--- config.mk ---
export PLATFORM = sky130hd
export DESIGN_NAME = commutation_scheduler_flat
export DESIGN_NICKNAME = d
export VERILOG_FILES = /design/src/rtl/commutation_scheduler_if.sv /design/src/rtl/commutation_scheduler.sv /design/src/flat_wrapper.sv
export SDC_FILE = /design/constraint.sdc
export NUM_CORES = 1
export LEC_CHECK = 0
export ABC_AREA = 0
export BUFFER_PORTS_ARGS = -buffer_cell sky130_fd_sc_hd__buf_2
export CAP_MARGIN = 20
export CORE_ASPECT_RATIO = 1.4
export CORE_MARGIN = 2
export CORE_UTILIZATION = 60
export DETAILED_ROUTE_END_ITERATION = 10
export PLACE_DENSITY_LB_ADDON = 0.12
export SLEW_MARGIN = 5
export SYNTH_ARGS = -nofsm -noshare
export SYNTH_HDL_FRONTEND = slang
export SYNTH_SLANG_ARGS = --single-unit
--- constraint.sdc ---
create_clock -name clk -period 6.2 [get_ports clk]
set_input_delay 0.62 -clock clk [delete_from_list [all_inputs] [get_ports clk]]
set_output_delay 0.62 -clock clk [all_outputs]
set_load 0.02 [all_outputs]
--- src/rtl/commutation_scheduler_if.sv ---
// commutation_scheduler_if
//   Bundles the control-register inputs and the drive-stage outputs of the
//   six-step commutation scheduler.
//   master : control side (drives enable/dir/period/deadtime/fault, observes outputs)
//   slave  : the scheduler itself
// Signals:
//   enable        run request, level-sensitive
//   dir           0 = forward, 1 = reverse
//   period        dwell cycles per step (0 behaves as 1)
//   deadtime      all-off cycles between steps (0 = none)
//   fault         synchronous fault request
//   out           8-bit switch pattern
//   step          current step index 0..5
//   step_pulse    one-cycle strobe on the first cycle of a new pattern
//   busy          high while driving or in dead time
//   fault_latched high while in the fault state
interface commutation_scheduler_if #(
  parameter int PERIOD_W = 16,
  parameter int DEAD_W   = 4
);
  logic                enable;
  logic                dir;
  logic [PERIOD_W-1:0] period;
  logic [DEAD_W-1:0]   deadtime;
  logic                fault;
  logic [7:0]          out;
  logic [2:0]          step;
  logic                step_pulse;
  logic                busy;
  logic                fault_latched;

  modport master (
    output enable, dir, period, deadtime, fault,
    input  out, step, step_pulse, busy, fault_latched
  );

  modport slave (
    input  enable, dir, period, deadtime, fault,
    output out, step, step_pulse, busy, fault_latched
  );
endinterface

--- src/rtl/commutation_scheduler.sv ---
// commutation_scheduler
//   Six-step commutation scheduler. Walks the six fixed switch patterns with a
//   programmable dwell per step and an optional all-off dead time between
//   steps, in either rotation direction, with stop/start and a latched fault
//   shutdown. All outputs are registered.
// Ports:
//   clk    clock
//   reset  asynchronous, active-high
//   bus    commutation_scheduler_if.slave (control inputs, drive outputs)
module commutation_scheduler #(
  parameter int PERIOD_W = 16,
  parameter int DEAD_W   = 4
) (
  input logic                    clk,
  input logic                    reset,
  commutation_scheduler_if.slave bus
);

  typedef enum logic [1:0] {
    ST_IDLE,
    ST_DRIVE,
    ST_DEAD,
    ST_FAULT
  } state_t;

  state_t              state_q, state_next;
  logic [2:0]          step_q, step_next;
  logic [PERIOD_W-1:0] dwell_q, dwell_next;
  logic [DEAD_W-1:0]   dead_q, dead_next;

  logic [7:0]          out_q, out_next;
  logic                pulse_q, pulse_next;
  logic                busy_q, busy_next;
  logic                fault_q, fault_next;

  logic [PERIOD_W-1:0] period_eff;

  // Switch pattern for each step; an out-of-range index drives everything off.
  function automatic logic [7:0] pattern_of(input logic [2:0] s);
    case (s)
      3'd0:    pattern_of = 8'b1001_0000;
      3'd1:    pattern_of = 8'b0001_1000;
      3'd2:    pattern_of = 8'b0100_1000;
      3'd3:    pattern_of = 8'b0110_0000;
      3'd4:    pattern_of = 8'b0010_0100;
      3'd5:    pattern_of = 8'b1000_0100;
      default: pattern_of = 8'b0000_0000;
    endcase
  endfunction

  // Next step index with wrap in both directions.
  function automatic logic [2:0] advance_step(input logic [2:0] s, input logic reverse);
    if (reverse)
      advance_step = (s == 3'd0 || s > 3'd5) ? 3'd5 : s - 3'd1;
    else
      advance_step = (s >= 3'd5) ? 3'd0 : s + 3'd1;
  endfunction

  // A programmed period of zero still gives one drive cycle per step.
  assign period_eff = (bus.period == '0) ? PERIOD_W'(1) : bus.period;

  // State and output registers; outputs are flopped from their next values so
  // every output is a clean register.
  always_ff @(posedge clk or posedge reset) begin
    if (reset) begin
      state_q <= ST_IDLE;
      step_q  <= 3'd0;
      dwell_q <= '0;
      dead_q  <= '0;
      out_q   <= 8'h00;
      pulse_q <= 1'b0;
      busy_q  <= 1'b0;
      fault_q <= 1'b0;
    end else begin
      state_q <= state_next;
      step_q  <= step_next;
      dwell_q <= dwell_next;
      dead_q  <= dead_next;
      out_q   <= out_next;
      pulse_q <= pulse_next;
      busy_q  <= busy_next;
      fault_q <= fault_next;
    end
  end

  // Next-state logic. Fault beats a stop request, which beats any timer event,
  // so a stop or fault never lets the step advance. Timers count down and only
  // decrement while above one, so they cannot wrap.
  always_comb begin
    state_next = state_q;
    step_next  = step_q;
    dwell_next = dwell_q;
    dead_next  = dead_q;
    case (state_q)
      ST_IDLE: begin
        if (bus.fault) begin
          state_next = ST_FAULT;
        end else if (bus.enable) begin
          state_next = ST_DRIVE;
          dwell_next = period_eff;
        end
      end
      ST_DRIVE: begin
        if (bus.fault) begin
          state_next = ST_FAULT;
        end else if (!bus.enable) begin
          state_next = ST_IDLE;
        end else if (dwell_q <= PERIOD_W'(1)) begin
          if (bus.deadtime == '0) begin
            step_next  = advance_step(step_q, bus.dir);
            dwell_next = period_eff;
          end else begin
            state_next = ST_DEAD;
            dead_next  = bus.deadtime;
          end
        end else begin
          dwell_next = dwell_q - PERIOD_W'(1);
        end
      end
      ST_DEAD: begin
        if (bus.fault) begin
          state_next = ST_FAULT;
        end else if (!bus.enable) begin
          state_next = ST_IDLE;
        end else if (dead_q <= DEAD_W'(1)) begin
          state_next = ST_DRIVE;
          step_next  = advance_step(step_q, bus.dir);
          dwell_next = period_eff;
        end else begin
          dead_next = dead_q - DEAD_W'(1);
        end
      end
      ST_FAULT: begin
        if (!bus.fault && !bus.enable)
          state_next = ST_IDLE;
      end
      default: begin
        state_next = ST_IDLE;
      end
    endcase
  end

  // Output logic from the upcoming state. A new pattern appears whenever the
  // next state is DRIVE and we either were not driving or the step changed;
  // every advance changes the index, so this catches back-to-back steps too.
  always_comb begin
    out_next   = (state_next == ST_DRIVE) ? pattern_of(step_next) : 8'h00;
    busy_next  = (state_next == ST_DRIVE) || (state_next == ST_DEAD);
    fault_next = (state_next == ST_FAULT);
    pulse_next = (state_next == ST_DRIVE) &&
                 ((state_q != ST_DRIVE) || (step_next != step_q));
  end

  assign bus.out           = out_q;
  assign bus.step          = step_q;
  assign bus.step_pulse    = pulse_q;
  assign bus.busy          = busy_q;
  assign bus.fault_latched = fault_q;

endmodule

--- src/flat_wrapper.sv ---
// flat-port wrapper written by rule: the top's interface ports become plain ports
module commutation_scheduler_flat 
#(
  parameter int PERIOD_W = 16,
  parameter int DEAD_W   = 4
)
  (clk, reset, bus_enable, bus_dir, bus_period, bus_deadtime, bus_fault, bus_out, bus_step, bus_step_pulse, bus_busy, bus_fault_latched);
  commutation_scheduler_if #(.PERIOD_W(PERIOD_W), .DEAD_W(DEAD_W)) bus_i ();
  input logic clk;
  input logic reset;
  input wire logic [$bits(bus_i.enable)-1:0] bus_enable;
  input wire logic [$bits(bus_i.dir)-1:0] bus_dir;
  input wire logic [$bits(bus_i.period)-1:0] bus_period;
  input wire logic [$bits(bus_i.deadtime)-1:0] bus_deadtime;
  input wire logic [$bits(bus_i.fault)-1:0] bus_fault;
  output wire logic [$bits(bus_i.out)-1:0] bus_out;
  output wire logic [$bits(bus_i.step)-1:0] bus_step;
  output wire logic [$bits(bus_i.step_pulse)-1:0] bus_step_pulse;
  output wire logic [$bits(bus_i.busy)-1:0] bus_busy;
  output wire logic [$bits(bus_i.fault_latched)-1:0] bus_fault_latched;
  assign bus_i.enable = bus_enable;
  assign bus_i.dir = bus_dir;
  assign bus_i.period = bus_period;
  assign bus_i.deadtime = bus_deadtime;
  assign bus_i.fault = bus_fault;
  assign bus_out = bus_i.out;
  assign bus_step = bus_i.step;
  assign bus_step_pulse = bus_i.step_pulse;
  assign bus_busy = bus_i.busy;
  assign bus_fault_latched = bus_i.fault_latched;
  commutation_scheduler #(.PERIOD_W(PERIOD_W), .DEAD_W(DEAD_W)) u_core (.clk(clk), .reset(reset), .bus(bus_i));
endmodule
==> impl_metrics.prom <==
# TYPE chip_impl_metric gauge
chip_impl_info{name="outcome",value="completed"} 1
chip_impl_metric{name="setup_viol",unit=""} 0
chip_impl_metric{name="cell_area_after_synthesis",unit="um^2"} 2460
chip_impl_metric{name="pin_count",unit=""} 39
chip_impl_metric{name="routed-via-count",unit=""} 2368
chip_impl_metric{name="fmaxAchievable",unit="MHz"} 342
chip_impl_metric{name="drt_iter0_markers",unit=""} 114
chip_impl_metric{name="post_synth_inst_count",unit=""} 300
chip_impl_metric{name="numPortBuffers",unit=""} 36
chip_impl_info{name="synth_ff_type",value="dfrtp_1"} 1
chip_impl_metric{name="multiInputGateArea",unit="um^2"} 1470
chip_impl_metric{name="ctsHoldBuffers",unit=""} 0
chip_impl_metric{name="die_h",unit="um"} 79.8
chip_impl_metric{name="leakage_component_of_the_power",unit="uW"} 0.00122
chip_impl_metric{name="synth_cell_types",unit=""} 54
chip_impl_metric{name="irDropWorstVdd",unit="mV"} 0.380
chip_impl_metric{name="first_global_vias",unit=""} 2206
chip_impl_metric{name="avgSynthCellArea",unit="um^2"} 8.20
chip_impl_metric{name="report.final.hold_viol_count",unit=""} 0
chip_impl_metric{name="regArea",unit="um^2"} 851
chip_impl_info{name="cp_top_family",value="simple AND/OR/NAND/NOR gates"} 1
chip_impl_metric{name="post-route-util",unit="%"} 70.5
chip_impl_metric{name="maximum_number_of_pins_on_one_net_before_global_route_repair",unit=""} 36
chip_impl_metric{name="global_routing_usage_summed_across_all_routing_layers",unit="%"} 27.1
chip_impl_metric{name="clock_tree.buffer_depth",unit=""} 2
chip_impl_metric{name="relSlewSlack",unit="%"} 30.2
chip_impl_info{name="critical_path.endpoint_type",value="register"} 1
chip_impl_metric{name="synth.ff_latch_count",unit=""} 34
chip_impl_metric{name="worst_pin_slew",unit="ns"} 1.05
chip_impl_info{name="rsz0062_at_grt",value="false"} 1
chip_impl_metric{name="htree_levels",unit=""} 2
chip_impl_metric{name="layout_worst_path_cycle_share",unit="%"} 47.2
chip_impl_metric{name="clock_sink_count",unit=""} 34
chip_impl_info{name="critical_path.cell_chain",value="or3_1 -> nor4_2 -> nand3_1 -> nand2_1 -> o21ai_0 -> a22o_1"} 1
chip_impl_metric{name="synth_enable_flop_cells",unit=""} 0
chip_impl_info{name="cp-start-kind",value="register"} 1
chip_impl_metric{name="power.density",unit="nW/um^2"} 492
chip_impl_metric{name="power",unit="uW"} 1370
chip_impl_metric{name="grt_pass1_wl",unit="mm"} 9.85
chip_impl_info{name="cts_tree",value="yes"} 1
chip_impl_metric{name="critical_path_peak_fanout",unit=""} 35
chip_impl_info{name="hp-class",value="in -> async"} 1
chip_impl_metric{name="worst-path-buf-inv",unit=""} 0
chip_impl_metric{name="drc_errors",unit=""} 0
chip_impl_metric{name="first_pass_iters",unit=""} 5
chip_impl_metric{name="die_width",unit="um"} 58.1
chip_impl_metric{name="routedWlPerCell",unit="um"} 15.4
chip_impl_metric{name="pre_cts_ws",unit="ns"} 3.17
chip_impl_metric{name="start_util",unit="%"} 62.3
chip_impl_metric{name="wirelength",unit="mm"} 5.80
chip_impl_metric{name="final_gp_congestion",unit=""} 0.890
chip_impl_metric{name="core_region_area",unit="um^2"} 3950
chip_impl_metric{name="setup_ws",unit="ns"} 3.27
chip_impl_metric{name="gr-usage-met1",unit="%"} 30.8
chip_impl_metric{name="share_of_async_settable_or_async_resettable_flops_after_synthesis",unit="%"} 100
chip_impl_info{name="clockRootBuffer",value="clkbuf_8"} 1
chip_impl_metric{name="antenna_left",unit=""} 0
chip_impl_metric{name="fillers",unit=""} 355
chip_impl_metric{name="num-nets-final",unit=""} 371
chip_impl_metric{name="worst_skew_pair.late_latency",unit="ns"} 0.29
chip_impl_metric{name="initial_antenna_violation_count",unit=""} 0
chip_impl_metric{name="cts_post_setup_buffers_inserted",unit=""} 0
chip_impl_metric{name="gr-usage-met2",unit="%"} 49.4
chip_impl_info{name="crit_slowest_cell",value="nand2_1"} 1
chip_impl_metric{name="gr-usage-met3",unit="%"} 3.57
chip_impl_metric{name="detailedPlacementHpwl",unit="mm"} 4.26
chip_impl_metric{name="whs",unit="ns"} 0.427
chip_impl_metric{name="num_rows",unit=""} 27
chip_impl_metric{name="clkSlewWorstSetupHoldPaths",unit="ns"} 0.07
chip_impl_metric{name="layout-drive-gt1-share",unit="%"} 18.3
chip_impl_metric{name="final.setup_skew",unit="ns"} 0.00477
chip_impl_metric{name="synthesis.yosys.warnings",unit=""} 0
chip_impl_info{name="worstSetupPathType",value="reg -> reg"} 1
chip_impl_metric{name="setup-tns-final",unit="ns"} 0
chip_impl_metric{name="finalWorstPathRequiredPeriod",unit="ns"} 2.93
chip_impl_metric{name="area_growth",unit="%"} 13.2
chip_impl_metric{name="post_cts_resize_count",unit=""} 0
chip_impl_metric{name="floorplan.die_area",unit="um^2"} 4640
chip_impl_metric{name="slew_viol_final",unit=""} 0
chip_impl_metric{name="timing.critical_path.required",unit="ns"} 6.38
chip_impl_metric{name="antenna_cells_inserted",unit=""} 0
chip_impl_metric{name="vias_per_cell",unit=""} 6.30
chip_impl_metric{name="grt_remaining_overflow",unit=""} 0
chip_impl_metric{name="seq_area_frac_synth",unit="%"} 34.6
chip_impl_metric{name="worst_ep_arrival_time",unit="ns"} 3.10
chip_impl_metric{name="numCtsBuffers",unit=""} 5
chip_impl_info{name="grt.busiest_layer",value="met2"} 1
chip_impl_metric{name="max_cap_viol_count",unit=""} 0
chip_impl_metric{name="critPathMaxStageDelay",unit="ns"} 0.79
## sequential cells by signal (all words and copies together), names as in the netlist
name                      flops
u_core.bus.busy               1
u_core.bus.fault_latched      1
u_core.bus.out                6
u_core.bus.step               3
u_core.bus.step_pulse         1
u_core.dead_q                 4
u_core.dwell_q               16
u_core.state_q                2
## cell usage after synthesis, drive strengths merged, types with 5 or more instances
cell	count	area (um^2)
nand3	9	45.0
nand2	20	75.1
nor4	10	68.8
a211o	5	43.8
inv	23	86.3
dfrtp	34	851
nor2	33	124
o21ai	35	175
ha	14	175
nor3	17	96.4
clkbuf	10	37.5
a21oi	25	125
## report_power, final
group          switching (uW)  internal, uW
registers                97.3           317
logic                     451           262
clock network            84.3           161
## cells in the final DEF, fill, tap and decap left out, types with 3 or more instances in the layout
cell type	instances
a211o_1	5
a21oi_1	25
a221oi_1	4
a22o_1	3
a31oi_1	4
buf_2	36
clkbuf_8	5
dfrtp_1	34
ha_1	14
inv_1	21
nand2_1	20
nand2b_1	4
nand3_1	9
nor2_1	33
nor3_1	16
nor3b_1	3
nor4_1	9
o21ai_0	34
## per-stage QoR
step | cells | area, um^2
2_1_floorplan | 301 | 2460
3_3_place_gp | 368 | 2650
3_5_place_dp | 368 | 2650
4_1_cts | 376 | 2790
5_1_grt | 376 | 2790
6_report | 376 | 2790
## layout make-up
cell class	instances	share of cell area, %
Timing Repair Buffer	37	6.74
Sequential cell	34	30.5
Clock inverter	3	2.47
Clock buffer	5	2.47
Tap cell	43	1.93
Inverter	23	3.10
Multi-Input combinational cell	231	52.8
## layer usage
layer | up-vias | routed length, um
li1 | 1160 | -
met1 | 1141 | 2310
met2 | 53 | 3150
met3 | 14 | 201
met4 | 0 | 134
met5 | - | 0
## worst reg2reg max path, cell delays in order (launching register included)
cell and delay (ns):
dfrtp_1 0.43, or3_1 0.45, nor4_2 0.40, nand3_1 0.23
nand2_1 0.79, o21ai_0 0.23, a22o_1 0.28
## logic make-up (layout without fill, tap and decap cells)
| logic type | Yosys count | in the layout | synth area share (%) |
|---|---|---|---|
| multiplexers | 1 | 1 | 0.407 |
| flip-flops | 34 | 34 | 34.6 |
| other | 1 | 2 | 0.152 |
| XOR/XNOR | 2 | 2 | 0.712 |
| adder cells (fa/ha/maj) | 14 | 14 | 7.12 |
| buffers and inverters | 36 | 68 | 5.85 |
| AND/OR/NAND/NOR | 110 | 110 | 22.9 |
| AO/OA/AOI/OAI | 102 | 102 | 28.3 |
## path summary, 6_finish.rpt
check                                   start            endpoint  slack, ns  depth (start not counted)
max reg2reg                u_core.dwell_q[10]  u_core.dwell_q[12]       3.27                          6
min                                     reset   u_core.bus.out[7]       0.43                          3
min reg2reg                 u_core.dwell_q[7]   u_core.dwell_q[7]       0.51                          2
max                        u_core.dwell_q[10]  u_core.dwell_q[12]       3.27                          6
min in group clk            u_core.dwell_q[7]   u_core.dwell_q[7]       0.51                          2
max in group asynchronous               reset    u_core.dead_q[2]       5.46                          3
No activity file was read; power rests on OpenSTA's default activity.
